## config.mk

```make
export PLATFORM = sky130hd
export DESIGN_NAME = writeback_stage
export DESIGN_NICKNAME = d
export VERILOG_FILES = /design/src/rtl/writeback_stage.sv
export SDC_FILE = /design/constraint.sdc
export NUM_CORES = 2
export LEC_CHECK = 0
export ABC_AREA = 0
export CORE_UTILIZATION = 30
export CTS_CLUSTER_DIAMETER = 150
export DETAILED_ROUTE_END_ITERATION = 12
export SYNTH_ARGS = -nofsm -noshare
export SYNTH_HDL_FRONTEND = slang
export SYNTH_SLANG_ARGS = --single-unit
```

## constraint.sdc

```tcl
create_clock -name clk -period 4.3 [get_ports clk]
set_clock_uncertainty 0.05 [all_clocks]
set_input_delay 1.075 -clock clk [delete_from_list [all_inputs] [get_ports clk]]
set_output_delay 1.075 -clock clk [all_outputs]
set_load 0.005 [all_outputs]
```

## src/rtl/writeback_stage.sv

```systemverilog
// writeback_stage: registers memory-stage results and commits them to the register file one cycle later
module writeback_stage #(
    parameter int DATA_W = 32,
    parameter int NREG   = 32,
    parameter int ADDR_W = 5,
    parameter int CNT_W  = 16
) (
    input  logic              clk,
    input  logic              rst_n,
    input  logic              enable,
    input  logic              mem_wb,
    input  logic [ADDR_W-1:0] mem_dst,
    input  logic [DATA_W-1:0] mem_data,
    input  logic [ADDR_W-1:0] rs1_addr,
    input  logic [ADDR_W-1:0] rs2_addr,
    output logic [DATA_W-1:0] rs1_data,
    output logic [DATA_W-1:0] rs2_data,
    output logic              commit_valid,
    output logic [ADDR_W-1:0] commit_dst,
    output logic [DATA_W-1:0] commit_data,
    output logic [CNT_W-1:0]  wb_count
);

    logic              valid_q, valid_d;
    logic [ADDR_W-1:0] dst_q, dst_d;
    logic [DATA_W-1:0] data_q, data_d;
    logic [CNT_W-1:0]  cnt_q, cnt_d;
    logic [DATA_W-1:0] regs_q [NREG];
    logic [DATA_W-1:0] regs_d [NREG];

    // x0 reads zero; the pending commit is forwarded so no stale window exists
    function automatic logic [DATA_W-1:0] read_port(input logic [ADDR_W-1:0] a);
        return (a == '0) ? '0 : (valid_q && a == dst_q) ? data_q : regs_q[a];
    endfunction

    // commit the held result and capture the next one; everything holds on stall
    always_comb begin
        valid_d = valid_q;
        dst_d   = dst_q;
        data_d  = data_q;
        cnt_d   = cnt_q;
        regs_d  = regs_q;
        if (enable) begin
            if (valid_q) begin
                regs_d[dst_q] = data_q;
                cnt_d = (cnt_q == '1) ? cnt_q : cnt_q + CNT_W'(1);
            end
            valid_d = mem_wb && (mem_dst != '0);
            dst_d   = mem_dst;
            data_d  = mem_data;
        end
    end

    // state registers; reset drops any pending commit
    always_ff @(posedge clk or negedge rst_n) begin
        if (!rst_n) begin
            valid_q <= 1'b0;
            dst_q   <= '0;
            data_q  <= '0;
            cnt_q   <= '0;
            regs_q  <= '{default: '0};
        end else begin
            valid_q <= valid_d;
            dst_q   <= dst_d;
            data_q  <= data_d;
            cnt_q   <= cnt_d;
            regs_q  <= regs_d;
        end
    end

    assign rs1_data     = read_port(rs1_addr);
    assign rs2_data     = read_port(rs2_addr);
    assign commit_valid = valid_q;
    assign commit_dst   = dst_q;
    assign commit_data  = data_q;
    assign wb_count     = cnt_q;

endmodule

```

---- Word-level counts from Yosys, hierarchy flattened ----
Cells that the tools add are included.
operators by class
  muxes and demuxes ....................... 13
  equality and inequality tests ........... 3
  $lt $le $gt $ge ......................... 4
  add/subtract/negate cells ............... 1
  reductions and logical operators ........ 9
  bitwise operators ....................... 4
operators with widths
  operator                 number
  $bwmux W1024             1
  $bmux W32 S5             2
  $mux W32                 9
  $demux W32 S5            1
  $ge A6 B6 Y1 const B     3
  $not A5 Y6               3
  $add A16 B1 Y16 const B  1
  $eq A16 B16 Y1 const B   1
  $eq A5 B5 Y1             2
  $logic_not A5 Y1         2
  $lt A6 B1 Y1 const B     1
  $reduce_bool A5 Y1       1
  $logic_and A1 B1 Y1      4
  $reduce_and A3 Y1        1
  $reduce_and A2 Y1        1
  $not A1 Y1               1
storage, ports and cells
  register bits after elaboration ......... 1078
  output and inout port bits .............. 118
  word-level logic and storage cells ...... 70
  bits of input ports ..................... 51

---- Depth between registers and ports, before layout ----
  word-level depth ........................ 6
  depth in mapped cells ................... 9
  depth with buffers taken out ............ 5

---- Least setup slack after synthesis ----
OpenSTA, ideal clock, no wires.
  path type ............................... input port to output port
  start ................................... in rs1_addr[0]
  end ..................................... out rs1_data[24]
  path buffers ............................ 3
  path slack .............................. 390 ps
  required time ........................... 3175 ps
  stages on the path ...................... 7
  data arrival time ....................... 2785 ps
  cells stage by stage .................... buf_4 -> buf_2 -> buf_2 -> mux4_2 -> a21oi_1 -> nand2_1 -> a32o_1
between the ends
  cells in the longest elaborated chain, start to end .. 6
  elaborated cells on any way between the ends .. 9
  those cells by class .................... 1 x eq/ne; 5 x mux; 1 x bitwise; 2 x reduce/logical
ends and longest elaborated chain
  element                                      RTL line  RTL
  from (decl)                                  14        input logic [ADDR_W-1:0] rs1_addr,
  $not A5 Y6 (not written as such)             33        return (a == '0) ? '0 : (valid_q && a == dst_q) ? data_q : regs_q[a];
  $bmux W32 S5                                 33
  $mux W32 (not written as such) (2 in a row)  33
  $mux W32                                     33
  $mux W32 (*)                                 33
  to (decl)                                    16        output logic [DATA_W-1:0] rs1_data,
Mark *: on every way between the ends. The rest lies on a longest branch, timed or not. The select of a mux whose other input is x is not followed.

---- Worst setup path after layout ----
  start ................................... in rs2_addr[0]
  end ..................................... out rs2_data[18]
between the ends
  cells in the longest elaborated chain, start to end .. 6
  elaborated cells on any way between the ends .. 9
  those cells by class .................... 1 x eq/ne; 5 x mux; 1 x bitwise; 2 x reduce/logical
ends and longest elaborated chain
  element                                      RTL line  RTL
  from (decl)                                  15        input logic [ADDR_W-1:0] rs2_addr,
  $not A5 Y6 (not written as such)             33
  $bmux W32 S5                                 33
  $mux W32 (not written as such) (2 in a row)  33
  $mux W32                                     33
  $mux W32 (*)                                 33
  to (decl)                                    17        output logic [DATA_W-1:0] rs2_data,
Marks and branches as above.

==> metrics.csv <==
metric;value;unit
status;complete, but fails checks;
failing checks;negative setup slack;
clock root buffer;clkbuf_16;
die width;439;um
Top delay family on crit path;multiplexers;
Area contributors post-synth;dfrtp_1 (47%), mux2_2 (21%), mux4_2 (15%);
Post-Synthesis Cells;3945;
Final nets;4549;
Initial Util;30.2;%
H-tree Lvls;3;
first-pass GRT wire length;319000;um
Reg clk slew, reported paths;0.06;ns
Final Slew Violations;0;
Crit path required time;3.17;ns
final hold viol count;0;
measured slew at the worst slew-check pin;1.10;ns
DP Area;66200;um^2
worst setup margin;-0.0365;ns
R2R Path End;regs_q[922]$_DFFE_PN0P_;
post-layout util;38.5;%
most frequent cells after synthesis;dfrtp_1 (1078), mux2_2 (1075), mux4_2 (391), mux2i_1 (267), clkbuf_1 (207);
clock buffer count from CTS;111;
EDFF count, synth;0;
Finished Cell Area;73200;um^2
GRT Total Usage;22.9;%
most common flop cell mapped by yosys;dfrtp_1;
Final Wtd Congestion;0.885;
Max Root-Sink Buffers;3;
total global routing overflow;0;
highest cell delay on the worst timing path;0.52;ns
Routed WL;224000;um
WP data arrival;3.21;ns
vias per cell;5.79;
post-synth cell types;57;
critical path cell sequence;buf_16 -> buf_12 -> buf_12 -> mux4_2 -> mux4_2 -> nor2b_4 -> a221o_2 -> buf_2;
initial antenna violation count;4;
met2 Use GR;36.4;%
Iteration-0 DRC Markers;4190;
die area;193000;um^2
post-synth top area cell;dfrtp_1;
drt pass-1 iters;6;
reg2reg start;commit_dst[1]$_DFFE_PN0P_;
flops & latches, synth;1078;
vias in the first global route;42300;
Placeable Area;190000;um^2
type of the worst setup path;in -> out;
die height;439;um
RSZ-0062 raised after global routing;yes;
CP endpoint kind;output pin;
Fin Setup TNS;-0.101;ns
Leakage;32.8;nW
Detail Placement HPWL;140000;um
CTS tree;yes;
Syn Area/Cell;14.5;um^2
critical path launch point;rs2_addr[0];
Antenna Diode Count;0;
Max stage delay cell, worst path;mux4_2;
post-place setup slack;-0.754;ns
Yosys warnings;0;
Peak Freq;0.231;GHz
relative slew slack;26.5;%
drt wl/cell;31.5;um
share of flip-flops with an asynchronous set or reset;100;%
top-count cell post-synth;dfrtp_1;
Tcrit/Tclk final;101;%
crit-path max FO;8;
Setup violations, final;4;
crit path buf inv count;4;
largest net degree at the start of global routing;109;
Max Cap Viol;0;
Max IR drop VDD;0.318;mV
Hold Buf Count CTS;0;
drt drc;0;
r2r setup slk;1.25;ns
post-synthesis sequential area ratio;47.1;%
most used routing layer;met2;
power per cell area;428;nW/um^2
top-area cell type share of the netlist area;47.1;%
Reg2Reg Depth;5;
Critical Path Source Type;primary input;
Final min period;4.34;ns
Syn Nets;3997;
share of layout cells above drive strength 1;56.2;%
met1 usage;29.0;%
IO Pins;169;
Worst-Skew Late Latency;0.75;ns
Hold Crit Class;in -> async;
# clock sinks;1078;
FP Rows;160;
Mapped Area;57300;um^2
Vias;41100;
P&R area growth vs syn;27.8;%
met3 Use GR;3.86;%
IO Port Bufs;168;
Antenna Nets Post-Route;0;
-- routing by layer --
layer / share of wire, % / vias to the layer above / routed length, um
met3: 7.1 / 592 / 15800
met4: 7.1 / 4 / 16000
met2: 47 / 1941 / 104000
met5: 0.015 / - / 34
li1: - / 16400 / -
met1: 39 / 22100 / 87600
-- cell usage in the layout (no fill, tap or decap), types with 14 or more instances in the layout --
cell / n
mux2i_1: 260
clkinv_2: 20
clkbuf_16: 117
a221o_1: 16
o221ai_1: 53
a32o_2: 25
clkbuf_8: 23
mux4_2: 391
buf_16: 23
buf_12: 164
nand4_1: 16
nor2_4: 18
nand2_1: 94
dfrtp_1: 1074
clkbuf_1: 29
a22o_1: 15
buf_4: 440
a21oi_1: 54
o21ai_0: 19
buf_6: 55
a22oi_2: 33
mux2_2: 1073
o22a_1: 16
o21ai_1: 14
clkdlybuf4s50_1: 92
nand2_2: 15
a22oi_1: 74
dlygate4sd2_1: 21
-- flip-flops by register name (all words and copies together) (netlist names) --
register	count
wb_count	16
commit_dst	5
regs_q	1024
commit_valid	1
commit_data	32
-- where the power goes --
part,internal [mW],switching (mW)
registers,12.1,1.63
logic,4.26,3.00
clock network,5.93,4.40
-- through the flow --
stage               hold WS [ns]  instances  power (mW)
finish                     0.275       7104        31.3
global placement           0.440       6726        20.4
detailed placement         0.449       6726        20.6
CTS                        0.278       7075        31.3
floorplan                  0.420       3945        17.8
global route               0.319       7104        32.5
-- how the worst max path moves through the flow --
stage | to | slack, ns | depth (start not counted)
2_1_floorplan | rs1_data[24] | 0.39 | 7
3_3_place_gp | rs2_data[8] | -0.73 | 11
3_5_place_dp | rs2_data[8] | -0.75 | 11
4_1_cts | rs2_data[7] | -0.22 | 10
5_1_grt | rs2_data[6] | -0.07 | 11
6_report | rs2_data[18] | -0.04 | 8
-- cell families after synthesis --
kind of cell               Yosys count  share of synthesized area (%)
adders and majority gates            1                         0.0218
muxes                             1741                           41.3
buffers and inverters              426                           3.46
xor gates and xnor gates            23                          0.351
and+or+nand+nor                    235                           1.98
AOI/OAI and AO/OA                  441                           5.80
DFF                               1078                           47.1
-- area by class of cell --
| class | instances | area, um^2 |
|---|---|---|
| clock buffers | 164 | 3230 |
| clock inverters | 45 | 607 |
| fillers | 17500 | 117000 |
| inverters | 6 | 26.3 |
| multi-input cells | 2441 | 29400 |
| flip-flops and latches | 1078 | 27000 |
| well taps | 2511 | 3140 |
| repair buffers | 859 | 9870 |
-- timing repair --
item / CTS / global route
pin swaps: 69 / 66
gates cloned: 17 / 4
setup endpoints to repair: 64 / 49
buffers inserted: 130 / 35
gates resized for setup: 347 / 123
(Power assumes the default switching activity.)
==> variant, RTL diff (config.mk and constraints unchanged) <==
Change the parameter `NREG` from 32 to 64.
--- a/src/rtl/writeback_stage.sv
+++ b/src/rtl/writeback_stage.sv
@@ -3,3 +3,3 @@
     parameter int DATA_W = 32,
-    parameter int NREG   = 32,
+    parameter int NREG   = 64,
     parameter int ADDR_W = 5,
Function: not settled (the Yosys comparison gave no result); the edit may change what the design does.
==> variant against the unedited design <==
- the run still ends with setup timing left
- utilization grew 0.68 points
- combinational power grew 7.3%
- final area grew 2.0%
- via count grew 2.9%
- global-route usage grew 0.56 points
- sequential cell count is the same
- power grew 2.3%
- wire length grew 2.8%
- setup slack lost 19 ps
- first-iteration DRC count shrank 2.3%
- synthesized area grew 0.50%
- highest routed layer unchanged
==> variant: results (changes against the unedited design) <==
Pwr
  • Peak supply drop: 411 µV (+29%)
  • Psw: 9.41 mW (+4.2%)
  • Lkg Pwr: 33.3 nW (+1.4%)

Layout
  • Sequential share of cell area: 36.1% (-0.72 points)
  • Clock network share of area: 5.32% (+0.084 points)
  • Inverters: 7 (+1)
  • FILL cells: 17,656 (+0.67%)
  • Area grow syn2layout: 29.6%
  • Multi-input combinational area share: 40.4% (+0.31 points)
  • Nets: 4,695 (+3.2%)
  • Share of layout cells above drive strength 1: 57.9% (+1.7 points)
  • Multi-input gates: 2,512 (+2.9%)
  • Buffering overhead: 13.9% (+0.39 points)
  • Area of the multi-input gates: 0.0302 mm² (+2.8%)
  • Clk_buf instances: 171 (+4.3%)
  • Diode count: 6 (+6)

Synth
  • Synth Area in Adders: 0.0217% (-0.00011 points)
  • Mux cell area share after synthesis: 40.5% (-0.77 points)
  • Synth Area in XOR/XNOR: 0.365% (+0.013 points)
  • Share of the yosys chip area belonging to registers: 46.8% (-0.23 points)
  • Synthesized net count: 4,066 (+1.7%)
  • Commonest cells in the netlist: dfrtp_1 (1,078), mux2_2 (1,065), mux4_2 (392)
  • Ranking of synthesized cells by area: dfrtp_1 (47%), mux2_2 (21%), mux4_2 (15%), mux2i_1 (4.0%), clkbuf_1 (1.3%)
  • Compound-Gate Fraction of Synth Area: 5.91% (+0.11 points)
  • Distinct cells, synth: 62 (+8.8%)

Setup path
  • Critical path's top delay family: buffers and inverters
  • R2r worst-path depth: 6 (+1)
  • Reg2reg end: regs_q[1751]$_DFFE_PN0P_
  • Critical path peak fanout: 8 (unchanged)
  • Largest stage delay, worst path: 490 ps (-30 ps)

Route
  • Via/cell ratio: 5.82 (+0.66%)
  • Initial DRC Count: 4,092 (-2.3%)
  • DR pass1 iterations: 5 (-1)
  • Final wirelength: 230,000 µm (+2.8%)
  • WL met3: 18,100 µm (+15%)
  • Detail Route met2 WL: 106,000 µm (+1.3%)

GRT
  • Number of global-route vias before repair: 43,248 (+2.3%)
  • Pin count of the biggest net entering global routing: 103 (-5.5%)
  • GR Util met2: 37.0% (+0.63 points)
  • Global Route met1 Usage: 30.0% (+0.96 points)
  • Initial antenna violation count: 7 (+3)
  • First-pass GRT wire length: 328,000 µm (+2.9%)

Placed design
  • Detailed placer's ending HPWL: 148,000 µm (+5.5%)
  • GP Congestion: 0.909 (+2.7%)
  • DP Area: 0.0666 mm² (+0.61%)

Clocking
  • Post-CTS Resized: 496 (+43%)
  • Num CTS Buffers: 116 (+4.5%)

STA
  • Worst hold margin: 318 ps (+42.7 ps)
  • Slew @ Worst Pin: 1100 ps (-6.74 ps)
  • Setup TNS: -245 ps (-145 ps)
  • Setup-failing EPs final: 9 (+5)
  • Final worst setup slack: -55.2 ps (-18.7 ps)

Run status
  • Outcome: complete, but fails checks
  • Failing checks: setup timing
-- variant: cell count changes after synthesis, moves of 30 or more --
cell	change
a221oi_1	+58
a22oi_1	-86
a32o_1	-30
buf_2	-34
mux2i_1	-35
nand2_1	-76
nor2_1	+50
nor3_1	+47
o221ai_1	-51
o22ai_1	+102
-- variant: worst max-delay path by stage --
stage | startpoint | slack (ps) | end
5_1_grt | rs2_addr[0] | -70 | rs2_data[22]
6_report | rs2_addr[0] | -60 | rs2_data[22]
3_3_place_gp | rs2_addr[3] | -800 | rs2_data[29]
3_5_place_dp | rs2_addr[3] | -680 | rs2_data[29]
4_1_cts | rs2_addr[2] | -160 | rs2_data[29]
2_1_floorplan | rs2_addr[0] | 490 | rs2_data[31]
-- variant: stage by stage --
stage          setup WS (ps)  total power [mW]  instances
6_report               -55.2              32.1       7259
5_1_grt                -73.8              33.2       7256
4_1_cts                 -165              31.9       7207
3_5_place_dp            -679              20.9       6862
3_3_place_gp            -797              20.6       6862
2_1_floorplan            494              17.8       4014
